File: src/rtl/ctrl_pkg.sv
// Shared types and constants for the instruction controller: FSM state
// encoding, the registered control-output bundle, ARM condition codes and
// the compare-class ALU opcode range.
package ctrl_pkg;

  typedef enum logic [2:0] {
    IDLE,
    ISSUE,
    COND,
    OPER,
    EXEC,
    WB,
    TRAP
  } state_e;

  // ARM condition field encodings (instruction bits [INSTR_W-1:INSTR_W-4]).
  localparam logic [3:0] CC_EQ = 4'h0;
  localparam logic [3:0] CC_NE = 4'h1;
  localparam logic [3:0] CC_CS = 4'h2;
  localparam logic [3:0] CC_CC = 4'h3;
  localparam logic [3:0] CC_MI = 4'h4;
  localparam logic [3:0] CC_PL = 4'h5;
  localparam logic [3:0] CC_VS = 4'h6;
  localparam logic [3:0] CC_VC = 4'h7;
  localparam logic [3:0] CC_HI = 4'h8;
  localparam logic [3:0] CC_LS = 4'h9;
  localparam logic [3:0] CC_GE = 4'hA;
  localparam logic [3:0] CC_LT = 4'hB;
  localparam logic [3:0] CC_GT = 4'hC;
  localparam logic [3:0] CC_LE = 4'hD;
  localparam logic [3:0] CC_AL = 4'hE;
  localparam logic [3:0] CC_NV = 4'hF;

  // TST/TEQ/CMP/CMN only update flags and never write the register file.
  localparam logic [3:0] ALU_CMP_LO = 4'd8;
  localparam logic [3:0] ALU_CMP_HI = 4'd11;

  // Every datapath strobe and control the FSM drives, registered as one unit.
  typedef struct packed {
    logic       write_pc;
    logic       write_ir;
    logic       write_reg;
    logic       la;
    logic       lb;
    logic       lc;
    logic       lf;
    logic       s_ctrl;
    logic       rm_imm_s_ctrl;
    logic [1:0] rs_imm_s_ctrl;
    logic [2:0] shift_op_ctrl;
    logic [3:0] alu_op_ctrl;
    logic       und_trap;
  } ctrl_t;

  // Returns 1 when condition field cc passes against flags {N,Z,C,V}.
  function automatic logic cond_pass(input logic [3:0] cc, input logic [3:0] nzcv);
    logic n, z, c, v;
    logic pass;
    {n, z, c, v} = nzcv;
    case (cc)
      CC_EQ:   pass = z;
      CC_NE:   pass = !z;
      CC_CS:   pass = c;
      CC_CC:   pass = !c;
      CC_MI:   pass = n;
      CC_PL:   pass = !n;
      CC_VS:   pass = v;
      CC_VC:   pass = !v;
      CC_HI:   pass = c && !z;
      CC_LS:   pass = !c || z;
      CC_GE:   pass = (n == v);
      CC_LT:   pass = (n != v);
      CC_GT:   pass = !z && (n == v);
      CC_LE:   pass = z || (n != v);
      CC_AL:   pass = 1'b1;
      CC_NV:   pass = 1'b0;
      default: pass = 1'b0;
    endcase
    return pass;
  endfunction

  // Compare-class opcodes suppress the register write-back.
  function automatic logic is_compare(input logic [3:0] alu_op);
    return (alu_op >= ALU_CMP_LO) && (alu_op <= ALU_CMP_HI);
  endfunction

endpackage

File: src/rtl/instr_fifo.sv
// Instruction prefetch queue: DEPTH entries of INSTR_W bits, power-of-two
// depth so pointers wrap naturally. No bypass: data pushed this cycle is
// visible at the head no earlier than the next cycle. clr_i empties the
// queue and drops any push in the same cycle. Reset is synchronous, active-low.
module instr_fifo #(
  parameter int DEPTH   = 4,
  parameter int INSTR_W = 32,
  localparam int PTR_W  = $clog2(DEPTH),
  localparam int OCC_W  = PTR_W + 1
) (
  input  logic               clk,
  input  logic               rst,
  input  logic               clr_i,
  input  logic               push_i,
  input  logic [INSTR_W-1:0] push_data_i,
  input  logic               pop_i,
  output logic [INSTR_W-1:0] head_o,
  output logic               full_o,
  output logic               empty_o,
  output logic [OCC_W-1:0]   occupancy_o
);

  logic [INSTR_W-1:0] mem_q [DEPTH];
  logic [PTR_W-1:0]   wr_ptr_q;
  logic [PTR_W-1:0]   rd_ptr_q;
  logic [OCC_W-1:0]   count_q;
  logic               do_push;
  logic               do_pop;

  assign full_o      = (count_q == OCC_W'(DEPTH));
  assign empty_o     = (count_q == '0);
  assign occupancy_o = count_q;
  assign head_o      = mem_q[rd_ptr_q];

  // A full queue refuses pushes even when a pop frees a slot this cycle.
  assign do_push = push_i && !full_o && !clr_i;
  assign do_pop  = pop_i && !empty_o && !clr_i;

  // Storage array: written on accepted pushes only.
  // NOTE: the data array is deliberately not reset; the pointers and count
  // alone define which entries are valid, so clearing it would only add logic.
  always_ff @(posedge clk) begin
    if (do_push) begin
      mem_q[wr_ptr_q] <= push_data_i;
    end
  end

  // Pointer and fill-level bookkeeping.
  // NOTE: sequential state uses non-blocking assignments so every flop sees
  // the pre-edge value of every other flop, independent of statement order.
  always_ff @(posedge clk) begin
    if (!rst) begin
      wr_ptr_q <= '0;
      rd_ptr_q <= '0;
      count_q  <= '0;
    end else if (clr_i) begin
      wr_ptr_q <= '0;
      rd_ptr_q <= '0;
      count_q  <= '0;
    end else begin
      if (do_push) begin
        wr_ptr_q <= wr_ptr_q + PTR_W'(1);
      end
      if (do_pop) begin
        rd_ptr_q <= rd_ptr_q + PTR_W'(1);
      end
      case ({do_push, do_pop})
        2'b10:   count_q <= count_q + OCC_W'(1);
        2'b01:   count_q <= count_q - OCC_W'(1);
        default: count_q <= count_q;
      endcase
    end
  end

endmodule

File: src/rtl/ctrl_queue_fsm.sv
// Multi-cycle instruction controller. Instructions arrive through a
// ready/valid push into instr_fifo, are issued one at a time onto cur_ir,
// condition-checked against flags_nzcv, then sequenced through
// OPER/EXEC/WB (or TRAP for undefined instructions). All strobes are
// registered alongside the state, so each strobe is high during the cycle
// its state is current. Reset is synchronous, active-low.
// Optional feature: define CTRL_PERF_CNT_EN to build the retired/skipped
// performance counters; otherwise both counter ports are tied to zero.
module ctrl_queue_fsm
  import ctrl_pkg::*;
#(
  parameter int INSTR_W = 32,
  parameter int DEPTH   = 4,
  parameter int CNT_W   = 16
) (
  input  logic                   clk,
  input  logic                   rst,
  input  logic [INSTR_W-1:0]     in_instr,
  input  logic                   in_valid,
  output logic                   in_ready,
  input  logic                   flush,
  input  logic [3:0]             flags_nzcv,
  input  logic                   rm_imm_s,
  input  logic [1:0]             rs_imm_s,
  input  logic [2:0]             shift_op,
  input  logic [3:0]             alu_op,
  input  logic                   s_bit,
  input  logic                   und_ins,
  output logic [INSTR_W-1:0]     cur_ir,
  output logic [$clog2(DEPTH):0] occupancy,
  output logic                   write_pc,
  output logic                   write_ir,
  output logic                   write_reg,
  output logic                   LA,
  output logic                   LB,
  output logic                   LC,
  output logic                   LF,
  output logic                   S_ctrl,
  output logic                   rm_imm_s_ctrl,
  output logic [1:0]             rs_imm_s_ctrl,
  output logic [2:0]             Shift_OP_ctrl,
  output logic [3:0]             ALU_OP_ctrl,
  output logic                   und_trap,
  output logic [CNT_W-1:0]       retired_cnt,
  output logic [CNT_W-1:0]       skipped_cnt
);

  state_e             state_q, state_d;
  ctrl_t              ctrl_q, ctrl_d;
  logic [INSTR_W-1:0] cur_ir_q, cur_ir_d;

  logic               fifo_pop;
  logic               fifo_full;
  logic               fifo_empty;
  logic [INSTR_W-1:0] fifo_head;
  logic               cc_pass;

  // Prefetch queue; flush clears it and drops any same-cycle push.
  instr_fifo #(
    .DEPTH   (DEPTH),
    .INSTR_W (INSTR_W)
  ) u_fifo (
    .clk         (clk),
    .rst         (rst),
    .clr_i       (flush),
    .push_i      (in_valid),
    .push_data_i (in_instr),
    .pop_i       (fifo_pop),
    .head_o      (fifo_head),
    .full_o      (fifo_full),
    .empty_o     (fifo_empty),
    .occupancy_o (occupancy)
  );

  assign in_ready = !fifo_full;

  // cur_ir is stable from COND onward, so its condition field is valid here.
  assign cc_pass = cond_pass(cur_ir_q[INSTR_W-1 -: 4], flags_nzcv);

  // Next-state and next-strobe decode. Strobes are computed for the state
  // being entered, so they appear in the same cycle as that state.
  // NOTE: every variable gets a default at the top of this block so no path
  // leaves one unassigned, which would otherwise infer a latch.
  always_comb begin
    state_d  = state_q;
    ctrl_d   = '0;
    cur_ir_d = cur_ir_q;
    fifo_pop = 1'b0;

    unique case (state_q)
      IDLE: begin
        if (!fifo_empty) begin
          state_d         = ISSUE;
          ctrl_d.write_ir = 1'b1;
        end
      end

      ISSUE: begin
        fifo_pop = 1'b1;
        cur_ir_d = fifo_head;
        state_d  = COND;
      end

      COND: begin
        if (!cc_pass) begin
          state_d = IDLE;
        end else if (und_ins) begin
          state_d         = TRAP;
          ctrl_d.und_trap = 1'b1;
          ctrl_d.write_pc = 1'b1;
        end else begin
          state_d              = OPER;
          ctrl_d.la            = 1'b1;
          ctrl_d.lb            = 1'b1;
          ctrl_d.rm_imm_s_ctrl = rm_imm_s;
          ctrl_d.rs_imm_s_ctrl = rs_imm_s;
        end
      end

      OPER: begin
        state_d              = EXEC;
        ctrl_d.lc            = 1'b1;
        ctrl_d.shift_op_ctrl = shift_op;
        ctrl_d.alu_op_ctrl   = alu_op;
        ctrl_d.lf            = s_bit;
        ctrl_d.s_ctrl        = s_bit;
      end

      EXEC: begin
        state_d          = WB;
        ctrl_d.write_pc  = 1'b1;
        ctrl_d.write_reg = !is_compare(alu_op);
      end

      WB: begin
        if (!fifo_empty) begin
          state_d         = ISSUE;
          ctrl_d.write_ir = 1'b1;
        end else begin
          state_d = IDLE;
        end
      end

      TRAP: begin
        state_d = IDLE;
      end

      default: begin
        state_d = IDLE;
      end
    endcase

    // Flush discards the in-flight instruction; strobes registered for the
    // current cycle have already been emitted and simply drop next cycle.
    if (flush) begin
      state_d  = IDLE;
      ctrl_d   = '0;
      cur_ir_d = '0;
      fifo_pop = 1'b0;
    end
  end

  // State, in-flight instruction and strobes advance together; reset wins.
  always_ff @(posedge clk) begin
    if (!rst) begin
      state_q  <= IDLE;
      ctrl_q   <= '0;
      cur_ir_q <= '0;
    end else begin
      state_q  <= state_d;
      ctrl_q   <= ctrl_d;
      cur_ir_q <= cur_ir_d;
    end
  end

  assign cur_ir        = cur_ir_q;
  assign write_pc      = ctrl_q.write_pc;
  assign write_ir      = ctrl_q.write_ir;
  assign write_reg     = ctrl_q.write_reg;
  assign LA            = ctrl_q.la;
  assign LB            = ctrl_q.lb;
  assign LC            = ctrl_q.lc;
  assign LF            = ctrl_q.lf;
  assign S_ctrl        = ctrl_q.s_ctrl;
  assign rm_imm_s_ctrl = ctrl_q.rm_imm_s_ctrl;
  assign rs_imm_s_ctrl = ctrl_q.rs_imm_s_ctrl;
  assign Shift_OP_ctrl = ctrl_q.shift_op_ctrl;
  assign ALU_OP_ctrl   = ctrl_q.alu_op_ctrl;
  assign und_trap      = ctrl_q.und_trap;

`ifdef CTRL_PERF_CNT_EN
  logic [CNT_W-1:0] retired_q;
  logic [CNT_W-1:0] skipped_q;
  logic             retire_evt;
  logic             skip_evt;

  // A flushed instruction is neither retired nor skipped.
  assign retire_evt = (state_q == WB) && !flush;
  assign skip_evt   = (state_q == COND) && !cc_pass && !flush;

  // Free-running event counters, wrapping at 2^CNT_W.
  always_ff @(posedge clk) begin
    if (!rst) begin
      retired_q <= '0;
      skipped_q <= '0;
    end else begin
      if (retire_evt) begin
        retired_q <= retired_q + CNT_W'(1);
      end
      if (skip_evt) begin
        skipped_q <= skipped_q + CNT_W'(1);
      end
    end
  end

  assign retired_cnt = retired_q;
  assign skipped_cnt = skipped_q;
`else
  assign retired_cnt = '0;
  assign skipped_cnt = '0;
`endif

endmodule

File: config.mk
export PLATFORM = sky130hd
export DESIGN_NAME = ctrl_queue_fsm
export DESIGN_NICKNAME = d
export VERILOG_FILES = /design/src/rtl/ctrl_pkg.sv /design/src/rtl/instr_fifo.sv /design/src/rtl/ctrl_queue_fsm.sv
export SDC_FILE = /design/constraint.sdc
export NUM_CORES = 1
export LEC_CHECK = 0
export CAP_MARGIN = 10
export CORE_MARGIN = 2
export CORE_UTILIZATION = 29
export DETAILED_ROUTE_END_ITERATION = 12
export GPL_TIMING_DRIVEN = 0
export HOLD_SLACK_MARGIN = 0.05
export SLEW_MARGIN = 0
export SYNTH_ARGS = -nofsm -noshare
export SYNTH_HDL_FRONTEND = slang
export SYNTH_SLANG_ARGS = --single-unit
File: constraint.sdc
create_clock -name clk -period 6.45 [get_ports clk]
set_input_delay 1.935 -clock clk [delete_from_list [all_inputs] [get_ports clk]]
set_output_delay 1.935 -clock clk [all_outputs]
set_load 0.01 [all_outputs]
# Yosys cells after proc, flatten, opt, wreduce, memory -nomap -nowiden
# Memories as Yosys holds them, arrays and structs flattened. A register that Yosys moved wholly into a read port is not among the register bits.
# Index checks and enable logic that the tools add are counted.
# word_totals
regBits	28
ram_bits	128
inputBits	52
output_inout_bits	87
elab_cells	101
n_memories	1
# op_classes
n_addsub	4
order_cmp	2
eq_ne	26
n_mux	17
bitwise_logic	6
reduce_logical	29
# memory_table
memory	words	word_bits	rd	rd_ports_with_merged_regs	write_ports	line_no	source
u_fifo.mem_q	4	32	1	1	1	instr_fifo.sv:23	logic [INSTR_W-1:0] mem_q [DEPTH];
# ops
operator	count
4-bit == test, second input constant	8
3-bit case mux with 6 select lines	1
4-bit by 3-bit == test with 1-bit output, second input constant	4
1-bit case mux with 16 select lines	1
3-bit two-way mux	4
3-bit OR reduction	4
3-bit == test, second input constant	3
4-bit by 2-bit == test with 1-bit output, second input constant	2
1-bit zero test	8
1-bit two-way mux	8
1-bit logical AND	7
3-bit by 2-bit == test with 1-bit output, second input constant	2
3-bit zero test	2
1-bit inverter	6
3-bit case mux with 2 select lines	1
5-bit OR reduction	1
2-bit by 1-bit adder with 2-bit output, second input constant	2
4-bit by 1-bit == test with 1-bit output, second input constant	1
4-bit greater-or-equal comparator, second input constant	1
4-bit less-or-equal comparator, second input constant	1
4-bit zero test	1
2-bit OR reduction	2
4-bit OR reduction	1
3-bit by 1-bit adder with 3-bit output, second input constant	1
other kinds (11)	12

# Longest topological paths before layout
# Gate-level depths: netlist (run 1).
# depth
depth_word	7
depth_mapped	11
ltp_nobuf	11

# Modules after synthesis
# Synthesis (run 1) repeated with hierarchy kept, for this count alone.
# hier_totals
hier_cells	486
area_unflattened_um2	7377.1
# modules_own_cells
mod	n_inst	cells_each	area_each_um2	seq_area_each_um2
instr_fifo	1	222	5131.2	4023.9
ctrl_queue_fsm	1	264	2245.9	1041.0

# Worst setup path before layout (run 1)
# Ideal clock, no wire load.
# synth_path
kind	input-to-reg
from	in in_valid
to	mem u_fifo.mem_q[0][0] (enable)
setup_time_ps	392
arrival_time_ps	3013
required_ps	6058
slack_ps	3045
stages	3
n_path_buf	0
path_cell_list	nand2_1 > nor2_1 > and2_1
# synth_between
elab_chain_cells	4
# synth_lines
item	line_no	source
start: declaration	ctrl_queue_fsm.sv:19	input logic in_valid,
1-bit logical AND (2 in series)	instr_fifo.sv:36	assign do_push = push_i && !full_o && !clr_i;
1-bit two-way mux	instr_fifo.sv:43	if (do_push) begin
1-bit two-way mux (not written as such)	instr_fifo.sv:44	mem_q[wr_ptr_q] <= push_data_i;
end: declaration	instr_fifo.sv:23	
# No other way between the ends.

# Worst setup path after layout (run 1)
# layout_path
from	in flush
to	reg u_fifo.count_q[2], in the netlist u_fifo.occupancy_o[2]
# layout_between
elab_chain_cells	5
elab_cells_between_ends	10
cone_classes	eq/ne (2); mux (2); reduce/logical (6)
# layout_lines
item	line_no	source
start: declaration	ctrl_queue_fsm.sv:21	input logic flush,
1-bit two-way mux	ctrl_queue_fsm.sv:155	if (flush) begin
1-bit logical AND	instr_fifo.sv:37	assign do_pop = pop_i && !empty_o && !clr_i;
1-bit logical AND (*)	instr_fifo.sv:37	
named net u_fifo.do_pop	instr_fifo.sv:28	logic do_pop;
2-bit by 1-bit == test with 1-bit output or 2-bit == test (tied branches)	instr_fifo.sv:67	case ({do_push, do_pop})
3-bit case mux with 2 select lines or 2-bit nonzero test (tied branches)	--	
end signal: assignment	instr_fifo.sv:68	2'b10: count_q <= count_q + OCC_W'(1);
end signal: assignment	instr_fifo.sv:69	2'b01: count_q <= count_q - OCC_W'(1);
end signal: assignment	instr_fifo.sv:70	default: count_q <= count_q;
end: declaration	instr_fifo.sv:26	logic [OCC_W-1:0] count_q;
# The timed path passes the listed nets; every way through them passes the cells marked *.
# A chain may end at the register's enable or synchronous reset.

==> summary.md, run 1 <==
| Metric | Value |
|---|---|
| Status | completed |
| Pins Over Slew Limit | 0 |
| Cts hold-fix bufs | 0 |
| Die area | 0.02608 sq mm |
| #FFs+latches synth | 187 |
| Most frequent cells in the layout | edfxtp_1, clkdlybuf4s50_1, nand2_1, dfxtp_1 |
| CP peak stage delay | 0.50 ns |
| First-pass GRT wire length | 23.56 mm |
| RSZ-0062 raised after global routing | no |
| YS warnings | 0 |
| Top delay family on crit path | simple AND/OR/NAND/NOR gates |
| Core ar. | 0.02432 sq mm |
| Min-Delay Endpoint | cur_ir[26] |
| Via density | 4.249 |
| Avg WL per Cell | 15.47 microns |
| Power per Cell Area | 262.5 mW/mm^2 |
| Crit Path Max Fanout | 3 |
| Routed vias | 4126 |
| Share of layout cells above drive strength 1 | 18.70% |
| HPWL Detailed | 10.29 mm |
| Root buffer cell | clkbuf_16 |
| Max Buffers Root-to-Sink | 2 |
| RR Startpoint | state_q[2] |
| Worst Hold Class | flip-flop to flip-flop |
| Max reg flops | 128 |
| Chip Width | 161.5 microns |
| Overflow left after global routing | 0 |
| Hold depth | 2 |
| Worst-margin pin slew | 0.8037 ns |
| Lkg Pwr | 3.193 nW |
| WP data arrival | 3.98 ns |
| DP Area | 0.008870 sq mm |
| Slew Limit Headroom | 46.30% |
| Synth Instances | 474 |
| Clk slew on worst S/H paths | 0.07 ns |
| Final hold violations | 0 |
| Post-Layout Inst Area | 0.009485 sq mm |
| Drt total wl | 15.02 mm |
| Resize count post-CTS | 0 |
| Post-Syn Area per Cell | 15.18 sq um |
| H-Tree Level Count | 4 |
| Fin nets | 692 |
| Worst path slowest cell | clkdlybuf4s50_1 |
| Vias in the first global route | 4255 |
| Drt pass-1 iters | 4 |
| Total CTS buffers | 17 |
| Setup bufs post-CTS | 0 |
| Flop2flop setup slack | 3.88 ns |
| Setup tns final | 0 ns |
| IO Count | 139 |
| Area Growth Syn to Fin | 31.84% |
| Drt initial violations | 155 |
| Max frequency | 0.2758 GHz |
| Rows | 57 |
| Initial antenna violation count | 1 |
| Async S/R FF share, synth | 0% |
| Most common cell after layout, fill and taps aside | edfxtp_1 |
| Total GRT Usage | 12.00% |
| Final Setup Violations | 0 |
| CTS tree | built |
| Ant. Diodes | 0 |
| PortBufs | 106 |
| Most used DFF post-synth | edfxtp_1 |
| Worst setup SP type | input pin |
| Worst Path Buf+Inv | 2 |
| Count of flip-flops with a built-in enable after synthesis | 128 |
| Largest net degree at the start of global routing | 21 |
| Worst Skew | 0.01178 ns |
| Worst-Skew Late Latency | 0.43 ns |
| Max cap viols | 0 |
| Initial Util | 29.58% |
| CP cell instances | clkdlybuf4s50_1 > nor3_4 > ha_1 > inv_1 > fa_1 > xor2_1 > or3_1 > a21oi_1 |
| Worst r2r path cells | 10 |
| CP required | 6.80 ns |
| Crit end category | flip-flop |
| Netlist cell types | 40 |
| Reg with most FFs | u_fifo.mem_q |
| Residual DRC | 0 |
| Period utilization | 56.21% |
| Routability cong. | 0.6913 |
| Area of the mapped netlist | 0.007194 sq mm |
| Sequential share of the synthesized area | 69.84% |
| Post-layout min period | 3.626 ns |
| R2R Path End | u_fifo.occupancy_o[2] |
| Routed Antenna Nets | 0 |
| Chip height | 161.5 microns |
| Hold_sp | cur_ir[26] |
| Maximum VDD drop | 146.8 uV |
| Clk sink count | 187 |
| Crit path kind | input pin to flip-flop |
==> worst max-delay path by stage <==
| stage | from | end | slack [ns] | cells after the start |
|---|---|---|---|---|
| finish | flush | u_fifo.occupancy_o[2] | 2.82 | 8 |
| floorplan | in_valid | u_fifo.mem_q[0][0] | 3.04 | 3 |
| detailed placement | flush | u_fifo.occupancy_o[2] | 2.36 | 8 |
| CTS | flush | u_fifo.occupancy_o[2] | 2.81 | 8 |
| global route | flush | u_fifo.occupancy_o[2] | 2.72 | 8 |
| global placement | in_valid | u_fifo.mem_q[1][18] | 1.70 | 4 |
==> cell families (layout without fill, tap and decap cells) <==
kind of cell             after synthesis  in the layout  synth area share [%]
other                                  1             32               0.05212
multiplexers                          36             36                 10.59
adder cells (fa/ha/maj)                7              7                 1.287
XOR/XNOR                               8              8                0.9738
flip-flops                           187            187                 69.84
AND/OR/NAND/NOR                      118            118                 8.000
buffers and inverters                 69            211                 5.687
AO/OA/AOI/OAI                         48             48                 3.565
==> worst reg2reg max path, cell delays in order, from the launching register on <==
cell	delay [ns]
dfxtp_1	0.29
buf_2	0.15
or3b_1	0.38
buf_2	0.19
nor3_4	0.26
ha_1	0.22
inv_1	0.06
fa_1	0.37
xor2_1	0.15
or3_1	0.30
a21oi_1	0.13
==> final cells by class <==
cell class	instances	area (sq um)
well taps	324	405.4
flip-flops and latches	187	5025
multi-input cells	249	1882
clock inverters	14	186.4
clock buffers	18	429.2
fillers	2271	14830
inverters	10	37.54
repair buffers	110	1149
plain buffers	59	371.6
==> metal layers <==
| layer | vias to the layer above | global-route usage (%) | wire [microns] |
|---|---|---|---|
| met5 | - | 0 | 0 |
| met4 | 0 | 3.287 | 115 |
| met3 | 7 | 3.647 | 988 |
| met2 | 124 | 20.38 | 7430 |
| met1 | 2008 | 14.87 | 6483 |
| li1 | 1987 | - | - |
==> cell usage after synthesis, types with 2 or more instances <==
cell type,count,share of area (%)
clkbuf_1,11,0.57
xnor2_1,4,0.49
and3_1,9,0.78
a21oi_1,37,2.6
or3b_1,2,0.24
nor4b_2,2,0.42
and2_1,8,0.70
inv_1,10,0.52
nand2_1,68,3.5
nor2_1,12,0.63
dfxtp_1,59,16
mux2i_1,3,0.42
xor2_1,4,0.49
nand3_1,4,0.28
buf_2,9,0.63
o21ai_1,3,0.21
nor3_1,2,0.14
buf_4,37,3.9
mux4_2,32,10
o211ai_1,2,0.21
edfxtp_1,128,53
o21ai_0,3,0.21
nor3b_1,3,0.31
ha_1,5,0.87
buf_1,2,0.10
==> power breakdown <==
part	switching [W]	internal [W]	total (W)
sequential	0.00000423	0.00130	0.00130
combinational	0.0000523	0.0000587	0.000111
clock	0.000459	0.000620	0.00108
total	0.000515	0.00197	0.00249
==> through the flow <==
step	util [%]	hold WS [ns]	cells	power [W]	worst slack, ns
floorplan	-	0.4692	505	0.001380	3.045
CTS	39.00	0.4552	971	0.002516	2.807
finish	39.00	0.4550	971	0.002490	2.824
global placement	36.09	0.4420	935	0.001435	1.703
detailed placement	36.47	0.4453	939	0.001438	2.361
global route	39.00	0.4737	971	0.002577	2.721
No activity file was read; power rests on OpenSTA's default activity.
==> run 2, diff against run 1 <==
Clock period 6.45 ns to 3.3 ns, I/O delays scaled along.
==> results of run 2 <==
The final DEF is identical to that of run 1. Status: completed.
Main changes from that run: setup slack after placement 2.361 ns -> 0.1557 ns; setup slack after layout 2.824 ns -> 0.6193 ns; register-to-register setup slack 3.88 ns -> 0.73 ns; total power 0.002490 W -> 0.004867 W; worst IR drop on VDD 146.8 uV -> 286.9 uV
==> run 3, diff against run 2 <==
Clock period 3.3 ns to 2.15 ns, I/O delays scaled along.
==> run 3 against run 2 <==
Effect of this change:
- the flow now finishes with violations (negative setup slack)
- sequential share of layout area is 0.20 points higher
- via count is 0.24% lower
- utilization hardly changed
- die area stayed put
- critical endpoint is now u_fifo.mem_q[3][1]
==> summary.md, run 3 (synthesis results as in run 1) <==
| Metric | Value |
|---|---|
| Status | finished with violations |
| Failing checks | negative setup slack |
| Top delay family on crit path | simple AND/OR/NAND/NOR gates |
| Worst Hold Class | flip-flop to flip-flop |
| Metal3 WL | 1.084 mm (+9.7%) |
| CP Capture Point | u_fifo.mem_q[3][1] |
| Routed vias | 4116 (-0.24%) |
| Clk slew on worst S/H paths | 0.07 ns (about the same) |
| Overflow left after global routing | 0 (unchanged) |
| IO Count | 139 (unchanged) |
| Clk sink count | 187 (unchanged) |
| Total GRT Usage | 12.23% (+0.23 points) |
| Worst setup SP type | input pin |
| CP peak stage delay | 0.85 ns (+0.35 ns) |
| Worst r2r path cells | 8 (-2) |
| Crit. Startpoint | in_valid |
| Via density | 4.217 (-0.75%) |
| Crit end category | flip-flop |
| Post-layout min period | 2.235 ns |
| Worst Path Buf+Inv | 1 (-1) |
| Maximum VDD drop | 453.1 uV |
| WHS | 0.4572 ns (+0.002240 ns) |
| RSZ-0062 raised after global routing | yes |
| H-Tree Level Count | 4 (unchanged) |
| Max frequency | 0.4474 GHz |
| Core ar. | 0.02432 sq mm (unchanged) |
| Top Layer Used | met4 |
| Period utilization | 104.0% |
| Number of cells on the critical path | 4 (-4) |
| Residual DRC | 0 (unchanged) |
| Initial Util | 29.58% (unchanged) |
| Drt initial violations | 149 (-3.9%) |
| Final worst slack | -0.08522 ns |
| Initial antenna violation count | 1 (unchanged) |
| Max reg flops | 128 (unchanged) |
| Met2 routed wirelength | 7.518 mm (+1.2%) |
| Worst-Skew Late Latency | 0.42 ns (about the same) |
| Largest net degree at the start of global routing | 33 (+57%) |
| Final hold violations | 0 (unchanged) |
| Slew Limit Headroom | 33.93% (-12 points) |
| Avg WL per Cell | 15.72 microns (+1.7%) |
| Cells after DPL | 935 (-0.43%) |
| Routability cong. | 0.6880 (-0.48%) |
| Flop2flop setup slack | -0.05 ns |
| Max Buffers Root-to-Sink | 2 (unchanged) |
| RR Startpoint | state_q[1] |
| Routed Antenna Nets | 0 (unchanged) |
| Max cap viols | 0 (unchanged) |
| Most frequent cells in the layout | edfxtp_1, clkdlybuf4s50_1, nand2_1, dfxtp_1, buf_4 |
| Setup tns final | -7.994 ns (-7.994 ns) |
| Share of layout cells above drive strength 1 | 20.74% (+2.0 points) |
| Chip height | 161.5 microns (unchanged) |
| CP required | 2.19 ns |
| Worst Skew | 0.01157 ns (-0.0002020 ns) |
| CTS tree | built |
| Area Growth Syn to Fin | 31.69% |
| Vias in the first global route | 4252 (-0.071%) |
| Most common cell after layout, fill and taps aside | edfxtp_1 |
| Total CTS buffers | 17 (unchanged) |
| Crit Path Max Fanout | 32 (+29) |
| CP cell instances | clkdlybuf4s50_1 > nand2_2 > nor2_1 > and2_2 |
| WP data arrival | 2.28 ns |
| Reg with most FFs | u_fifo.mem_q |
| First-pass GRT wire length | 23.92 mm (+1.5%) |
| Drt total wl | 15.35 mm (+2.2%) |
| Fin nets | 696 (+0.58%) |
| Drt pass-1 iters | 4 (unchanged) |
| Layout Cells excl Fill | 976 (+0.51%) |
| HPWL Detailed | 9.953 mm (-3.3%) |
| Power per Cell Area | 779.1 mW/mm^2 |
| Worst-margin pin slew | 0.9911 ns (+0.1874 ns) |
| Final Setup Violations | 129 (+129) |
| Lkg Pwr | 3.199 nW (+0.20%) |
| Root buffer cell | clkbuf_16 |
| R2R Path End | u_fifo.occupancy_o[2] |
| Dpl ws | -0.6067 ns |
| Worst path slowest cell | and2_2 |
| Chip Width | 161.5 microns (unchanged) |
| Die area | 0.02608 sq mm (unchanged) |
| PortBufs | 106 (unchanged) |
| Pins Over Slew Limit | 0 (unchanged) |
| Crit path kind | input pin to flip-flop |
| Cts hold-fix bufs | 0 (unchanged) |
| Rows | 57 (unchanged) |
| Metal-1 WL | 6.553 mm (+1.1%) |
run 3: final cells by class:
cell class | count | area, sq um
buffer | 57 | 361.6
antenna | 1 | 2.502
inverter | 10 | 37.54
fill | 2285 | 14850
tap | 324 | 405.4
multi-input combinational | 249 | 1902
clock buffer | 18 | 429.2
timing repair buffer | 116 | 1137
clock inverter | 14 | 161.4
sequential | 187 | 5037
run 3: how the worst min path moves through the flow:
stage / from / to / cells after the start / slack [ns]
floorplan: u_fifo.wr_ptr_q[1] / u_fifo.wr_ptr_q[1] / 2 / 0.47
global placement: cur_ir[19] / cur_ir[19] / 2 / 0.44
detailed placement: cur_ir[3] / cur_ir[3] / 2 / 0.45
CTS: cur_ir[3] / cur_ir[3] / 2 / 0.46
global route: cur_ir[3] / cur_ir[3] / 2 / 0.48
finish: cur_ir[3] / cur_ir[3] / 2 / 0.46
run 3: per-layer routing:
layer | GRT usage [%] | vias up
met1 | 15.18 | 1981
li1 | - | 1994
met5 | 0 | -
met4 | 3.531 | 0
met3 | 3.493 | 10
met2 | 20.82 | 131
run 3: metrics by stage:
stage | cell area (sq um) | power (W) | util, %
after floorplan | 7335 | 0.004140 | -
after global placement | 8801 | 0.004303 | 36.19
after detailed placement | 8801 | 0.004310 | 36.19
after CTS | 9405 | 0.007474 | 38.67
after global routing | 9472 | 0.007665 | 38.95
final | 9474 | 0.007381 | 38.96
run 3: worst min-delay path, cell delays in order, from the launching register on:
cell and delay, ns:
dfxtp_1 0.31, nand2_1 0.05, a21oi_1 0.05
run 3: power by group:
part | switching, W | total (W) | leakage, nW | internal, W
clock network | 0.00141 | 0.00316 | 0.279 | 0.00175
registers | 0.0000119 | 0.00390 | 1.64 | 0.00388
logic | 0.000157 | 0.000328 | 1.28 | 0.000172
total | 0.00158 | 0.00738 | 3.20 | 0.00580
run 3: what timing repair did:
item,CTS,global route
hold endpoints to repair,0,0
buffers inserted,3,7
gates resized for setup,3,9
pin swaps,3,7
setup endpoints to repair,131,155
